$ cat src/rtl/fetch_stage_pkg.sv
// Shared definitions for the fetch stage and its branch predictor.
//
// Contents:
//   OP_BRANCH / OP_JAL : 7-bit opcodes of RV32 conditional branches and JAL
//   NOP_INSTR          : canonical bubble instruction (addi x0, x0, 0)
//   ctr_t              : 2-bit saturating predictor counter states
//   ctr_next()         : saturating counter update helper
package fetch_stage_pkg;

    localparam logic [6:0]  OP_BRANCH = 7'b1100011;
    localparam logic [6:0]  OP_JAL    = 7'b1101111;
    localparam logic [31:0] NOP_INSTR = 32'h0000_0013;

    typedef enum logic [1:0] {
        SNT = 2'b00,
        WNT = 2'b01,
        WT  = 2'b10,
        ST  = 2'b11
    } ctr_t;

    // Move one step toward the resolved outcome, sticking at either end.
    function automatic ctr_t ctr_next(input ctr_t cur, input logic taken);
        case (cur)
            SNT:     return taken ? WNT : SNT;
            WNT:     return taken ? WT  : SNT;
            WT:      return taken ? ST  : WNT;
            default: return taken ? ST  : WT;
        endcase
    endfunction

endpackage

$ cat src/rtl/fetch_stage_bht.sv
// Branch history table: an array of 2-bit saturating counters.
//
// Ports:
//   clk, reset  : clock and synchronous active-high reset (all entries -> WNT)
//   rd_index    : entry looked up for the instruction being fetched
//   wr_index    : entry updated by the branch resolving in EX
//   outcome     : resolved direction used for the update
//   wr_en       : perform the update this cycle
//   pred_taken  : MSB of the looked-up counter
module branch_history_table
    import fetch_stage_pkg::*;
#(
    parameter int INDEX_W = 4
) (
    input  logic               clk,
    input  logic               reset,
    input  logic [INDEX_W-1:0] rd_index,
    input  logic [INDEX_W-1:0] wr_index,
    input  logic               outcome,
    input  logic               wr_en,
    output logic               pred_taken
);

    localparam int ENTRIES = 2 ** INDEX_W;

    ctr_t counters [ENTRIES];

    // The read comes straight off the registered array, so a same-cycle
    // update to the same entry is only visible from the next cycle on.
    always_ff @(posedge clk) begin
        if (reset) begin
            for (int i = 0; i < ENTRIES; i++) begin
                counters[i] <= WNT;
            end
        end else if (wr_en) begin
            counters[wr_index] <= ctr_next(counters[wr_index], outcome);
        end
    end

    assign pred_taken = counters[rd_index][1];

endmodule

$ cat src/rtl/fetch_stage.sv
// Instruction fetch stage with a bimodal branch predictor and IF/ID register.
//
// Ports:
//   clk, reset        : clock and synchronous active-high reset
//   clk_gate          : 1 = advance, 0 = hold PC and IF/ID (load-use stall)
//   wrong_prediction  : EX found a misprediction; redirect to correct_pc
//   correct_pc        : redirect target
//   ex_branch_valid   : a conditional branch resolved in EX (trains the BHT)
//   ex_branch_pc      : PC of that branch
//   ex_branch_taken   : its actual direction
//   imem_addr         : current PC to the combinational instruction memory
//   imem_data         : instruction at imem_addr, same cycle
//   IF_ID_*           : pipeline register contents (pc, instr, rs1, rs2,
//                       prediction, valid; valid=0 marks a bubble)
module fetch_stage
    import fetch_stage_pkg::*;
#(
    parameter logic [31:0] RESET_PC    = 32'h0000_0000,
    parameter int          BHT_INDEX_W = 4
) (
    input  logic        clk,
    input  logic        reset,
    input  logic        clk_gate,
    input  logic        wrong_prediction,
    input  logic [31:0] correct_pc,
    input  logic        ex_branch_valid,
    input  logic [31:0] ex_branch_pc,
    input  logic        ex_branch_taken,
    output logic [31:0] imem_addr,
    input  logic [31:0] imem_data,
    output logic [31:0] IF_ID_pc,
    output logic [31:0] IF_ID_instr,
    output logic [4:0]  IF_ID_rs1,
    output logic [4:0]  IF_ID_rs2,
    output logic        IF_ID_pred_taken,
    output logic        IF_ID_valid
);

    logic [31:0] pc;
    logic [31:0] pc_next;
    logic [31:0] imm_b;
    logic [31:0] imm_j;
    logic [31:0] target;
    logic [6:0]  opcode;
    logic        bht_taken;
    logic        pred_taken;
    logic        unused_ex_pc_bits;

    // Only the index bits of the resolving branch PC address the table.
    assign unused_ex_pc_bits = ^{ex_branch_pc[31:BHT_INDEX_W+2], ex_branch_pc[1:0]};

    branch_history_table #(
        .INDEX_W (BHT_INDEX_W)
    ) u_bht (
        .clk        (clk),
        .reset      (reset),
        .rd_index   (pc[BHT_INDEX_W+1:2]),
        .wr_index   (ex_branch_pc[BHT_INDEX_W+1:2]),
        .outcome    (ex_branch_taken),
        .wr_en      (ex_branch_valid),
        .pred_taken (bht_taken)
    );

    assign opcode = imem_data[6:0];

    // Sign-extended immediates; bit 0 of both is implicitly zero.
    assign imm_b = {{20{imem_data[31]}}, imem_data[7], imem_data[30:25],
                    imem_data[11:8], 1'b0};
    assign imm_j = {{12{imem_data[31]}}, imem_data[19:12], imem_data[20],
                    imem_data[30:21], 1'b0};

    // Direction and target of the instruction currently on imem_data.
    always_comb begin
        pred_taken = 1'b0;
        target     = pc + imm_b;
        case (opcode)
            OP_BRANCH: pred_taken = bht_taken;
            OP_JAL: begin
                pred_taken = 1'b1;
                target     = pc + imm_j;
            end
            default: pred_taken = 1'b0;
        endcase
    end

    // A redirect wins over a stall so a flush is never lost behind one.
    always_comb begin
        pc_next = pc + 32'd4;
        if (wrong_prediction) begin
            pc_next = correct_pc;
        end else if (!clk_gate) begin
            pc_next = pc;
        end else if (pred_taken) begin
            pc_next = target;
        end
    end

    always_ff @(posedge clk) begin
        if (reset) begin
            pc <= RESET_PC;
        end else begin
            pc <= pc_next;
        end
    end

    // IF/ID: a flush injects a bubble even while stalled; IF_ID_pc is left
    // as is on a flush because a bubble's PC carries no meaning.
    always_ff @(posedge clk) begin
        if (reset) begin
            IF_ID_pc         <= 32'h0;
            IF_ID_instr      <= NOP_INSTR;
            IF_ID_valid      <= 1'b0;
            IF_ID_pred_taken <= 1'b0;
        end else if (wrong_prediction) begin
            IF_ID_instr      <= NOP_INSTR;
            IF_ID_valid      <= 1'b0;
            IF_ID_pred_taken <= 1'b0;
        end else if (clk_gate) begin
            IF_ID_pc         <= pc;
            IF_ID_instr      <= imem_data;
            IF_ID_valid      <= 1'b1;
            IF_ID_pred_taken <= pred_taken;
        end
    end

    assign imem_addr = pc;
    assign IF_ID_rs1 = IF_ID_instr[19:15];
    assign IF_ID_rs2 = IF_ID_instr[24:20];

endmodule

$ cat config.mk
export PLATFORM = sky130hd
export DESIGN_NAME = fetch_stage
export DESIGN_NICKNAME = d
export VERILOG_FILES = /design/src/rtl/fetch_stage_pkg.sv /design/src/rtl/fetch_stage_bht.sv /design/src/rtl/fetch_stage.sv
export SDC_FILE = /design/constraint.sdc
export NUM_CORES = 1
export LEC_CHECK = 0
export BUFFER_PORTS_ARGS = -buffer_cell sky130_fd_sc_hd__clkbuf_2
export CAP_MARGIN = 0
export CORE_MARGIN = 2
export CORE_UTILIZATION = 35
export DETAILED_ROUTE_END_ITERATION = 7
export GPL_ROUTABILITY_DRIVEN = 1
export GPL_TIMING_DRIVEN = 0
export PLACE_DENSITY_LB_ADDON = 0.1
export SYNTH_ARGS = -nofsm -noshare
export SYNTH_HDL_FRONTEND = slang
export SYNTH_SLANG_ARGS = --single-unit
export TNS_END_PERCENT = 10
$ cat constraint.sdc
create_clock -name clk -period 11.16 [get_ports clk]
set_clock_uncertainty 0.15 [all_clocks]
set_input_delay 0.558 -clock clk [delete_from_list [all_inputs] [get_ports clk]]
set_output_delay 0.558 -clock clk [all_outputs]
set_load 0.01 [all_outputs]
==> results.toml <==
[timing]
final_max_slew_viol_count = 0
max_clock_freq_mhz = 177
fin_crit_sh_pct = 50.6
fin_crit_ns = 5.65
hold_ws_ns = 0.166
rsz0062_at_grt = "no"
setup_viol = 0
max_slew_margin_pct = 30.3
setup_tns_ns = 0
hold_violations = 0
worst_pin_slew_ns = 1.04

[power_and_ir_drop]
irDropWorstVdd_mv = 0.0811
p_per_area_nw_per_um2 = 134
fin_total_pwr_mw = 1.33
leakage_nw = 4.24

[grt]
grt_pass1_vias = 7507
antenna_found_initial = 0
grt_max_degree = 17
grt_pass1_wl_um = 43400
grt_usage_pct = 23.4
overflow = 0

[logic_synthesis]
seq_area_frac_synth_pct = 37.1
avgSynthCellArea_um2 = 8.41
async_flop_share_pct = 0
synthCells = 963
syn_nets = 1100
yosys_warnings = 0
synth_ff_type = "dfxtp_1"
ys_ff_latch = 134
synth.distinct_cells = 59
synth-edff-count = 32
netlist_area_um2 = 8100

[finish]
regArea_um2 = 3000
post-route-util_pct = 43.6
diodes = 0
num-fill-cells = 2351
multi_input_area_um2 = 4710
drive_gt1_share_pct = 22.1
area_growth_pct = 22.4
fin_nets = 1296
final_cell_mix = "clkbuf_2, nand2_1, a21oi_1"
layout_commonest_cell = "clkbuf_2"

[die]
die_x_um = 156
dieArea_um2 = 24400
die_h_um = 156
rows = 55
io_pins = 210
start_util_pct = 35.7
design.core.area_um2 = 22700

[drt]
via_per_inst = 5.37
drt-total-wl_um = 28300
route.detailed.drc = 0
drt_first_iter_violations = 626
wl_per_cell_um = 19.4
ant_nets = 0
firstDrtPassIters = 5
vias = 7824

[setup_path]
cp_max_fo = 10
cp.arrival_ns = 5.78
cp-start-kind = "input pin"
worstPathRequired_ns = 11.29
cp-end-kind = "register"
crit_type = "input pin to register"

[clocking]
cts_htree_levels = 4
clock_sinks = 134
post_cts_buffers = 0
numCtsBuffers = 17
clkLatencyLatePin_ns = 0.43
postCtsHoldBufs = 0
cts_resized = 0
tritoncts = "yes"
clk_pin_slew_ns = 0.06
cts_root_buf = "clkbuf_16"
clockBufferDepth = 2

[placed_design]
port_buffers = 177
gp_congestion = 0.890
place_hpwl_um = 21200

[hold_path]
hp-class = "input pin to register"

[flow_run]
max_cap_violations = 0

[status]
status = "complete, no violations"
[cell usage after synthesis (all sizes together) (5+ instances only)]
master | count | share of area [%]
o31ai | 5 | 0.46
a31oi | 5 | 0.39
nand4 | 16 | 1.2
nand3 | 36 | 2.2
nor2 | 103 | 4.8
xor2 | 14 | 1.5
a21o | 25 | 2.3
o21a | 5 | 0.46
nor3 | 28 | 1.7
buf | 23 | 2.0
a21oi | 106 | 6.7
mux2i | 37 | 4.6
nand2 | 143 | 6.7
nand2b | 16 | 1.2
dfxtp | 102 | 25
and4 | 5 | 0.54
o21bai | 5 | 0.46
mux4 | 14 | 4.0
or2 | 6 | 0.46
inv | 15 | 0.70
nor3b | 5 | 0.46
nor2b | 8 | 0.62
ha | 34 | 5.3
o21ai | 46 | 2.8
clkbuf | 43 | 2.0
and3 | 6 | 0.46
xnor2 | 17 | 1.8
a211oi | 16 | 1.5
mux2 | 6 | 0.83
edfxtp | 32 | 12
[metal layers]
layer	wire (µm)	vias up	share of wire, %	track usage, %
met5	0	-	0	0
met4	430	0	1.5	6.12
met3	1470	26	5.2	4.11
met2	13200	217	47	38.6
met1	13200	3732	47	31.8
li1	-	3849	-	-
[cell families after synthesis]
| logic type | count (synthesis) | synth area share [%] |
|---|---|---|
| AND/OR/NAND/NOR | 380 | 21.1 |
| XOR/XNOR | 31 | 3.35 |
| buffers and inverters | 81 | 4.73 |
| AO/OA/AOI/OAI | 243 | 18.6 |
| flip-flops | 134 | 37.1 |
| adder cells (fa/ha/maj) | 37 | 5.75 |
| multiplexers | 57 | 9.44 |
[state kept, by name, indices dropped and copies added, names as in the netlist, named ones only]
register	count
IF_ID_instr	32
IF_ID_pc	32
IF_ID_pred_taken	1
IF_ID_valid	1
imem_addr	32
u_bht.counters	32
[where the power goes]
group,total [mW],internal [mW],leakage (nW),switching [mW]
combinational,0.226,0.0898,2.85,0.136
clock,0.563,0.313,0.276,0.249
sequential,0.538,0.514,1.12,0.0240
[worst max-delay path, stage by stage]
cell	delay, ns
clkbuf_2	0.09
nor2b_1	0.14
nand4_1	0.15
nor2_1	0.76
clkbuf_1	0.47
mux2_2	0.45
fa_1	0.45
a211oi_1	0.33
o21bai_1	0.21
o21ai_0	0.51
a21oi_1	0.19
o41ai_1	0.72
o31ai_1	0.22
xor2_1	0.19
a211oi_1	0.26
nor3_1	0.07
[worst paths after layout]
path	end	start	cells after the start	slack, ns
max	imem_addr[29]$_SDFFE_PP0N_	imem_data[1]	16	5.51
min	imem_addr[16]$_SDFFE_PP0N_	correct_pc[16]	3	0.17
max reg2reg	imem_addr[29]$_SDFFE_PP0N_	imem_addr[1]$_SDFFE_PP0P_	11	7.10
min reg2reg	IF_ID_pc[21]$_SDFFE_PP0P_	IF_ID_pc[21]$_SDFFE_PP0P_	2	0.30
[through the flow]
stage / instance area (µm²) / worst slack [ns] / std cells
2_1_floorplan: 8100 / 6.65 / 963
3_3_place_gp: 9340 / 5.03 / 1425
3_5_place_dp: 9340 / 5.06 / 1425
4_1_cts: 9910 / 5.48 / 1457
5_1_grt: 9910 / 5.12 / 1457
6_report: 9910 / 5.51 / 1457
[area by class of cell]
type / count / share of cell area, %
Multi-Input combinational cell: 748 / 47.6
Sequential cell: 134 / 30.3
Timing Repair Buffer: 177 / 8.94
Clock buffer: 18 / 4.33
Tap cell: 285 / 3.60
Buffer: 66 / 3.30
Clock inverter: 14 / 1.40
Inverter: 15 / 0.568
(Power assumes the default switching activity.)
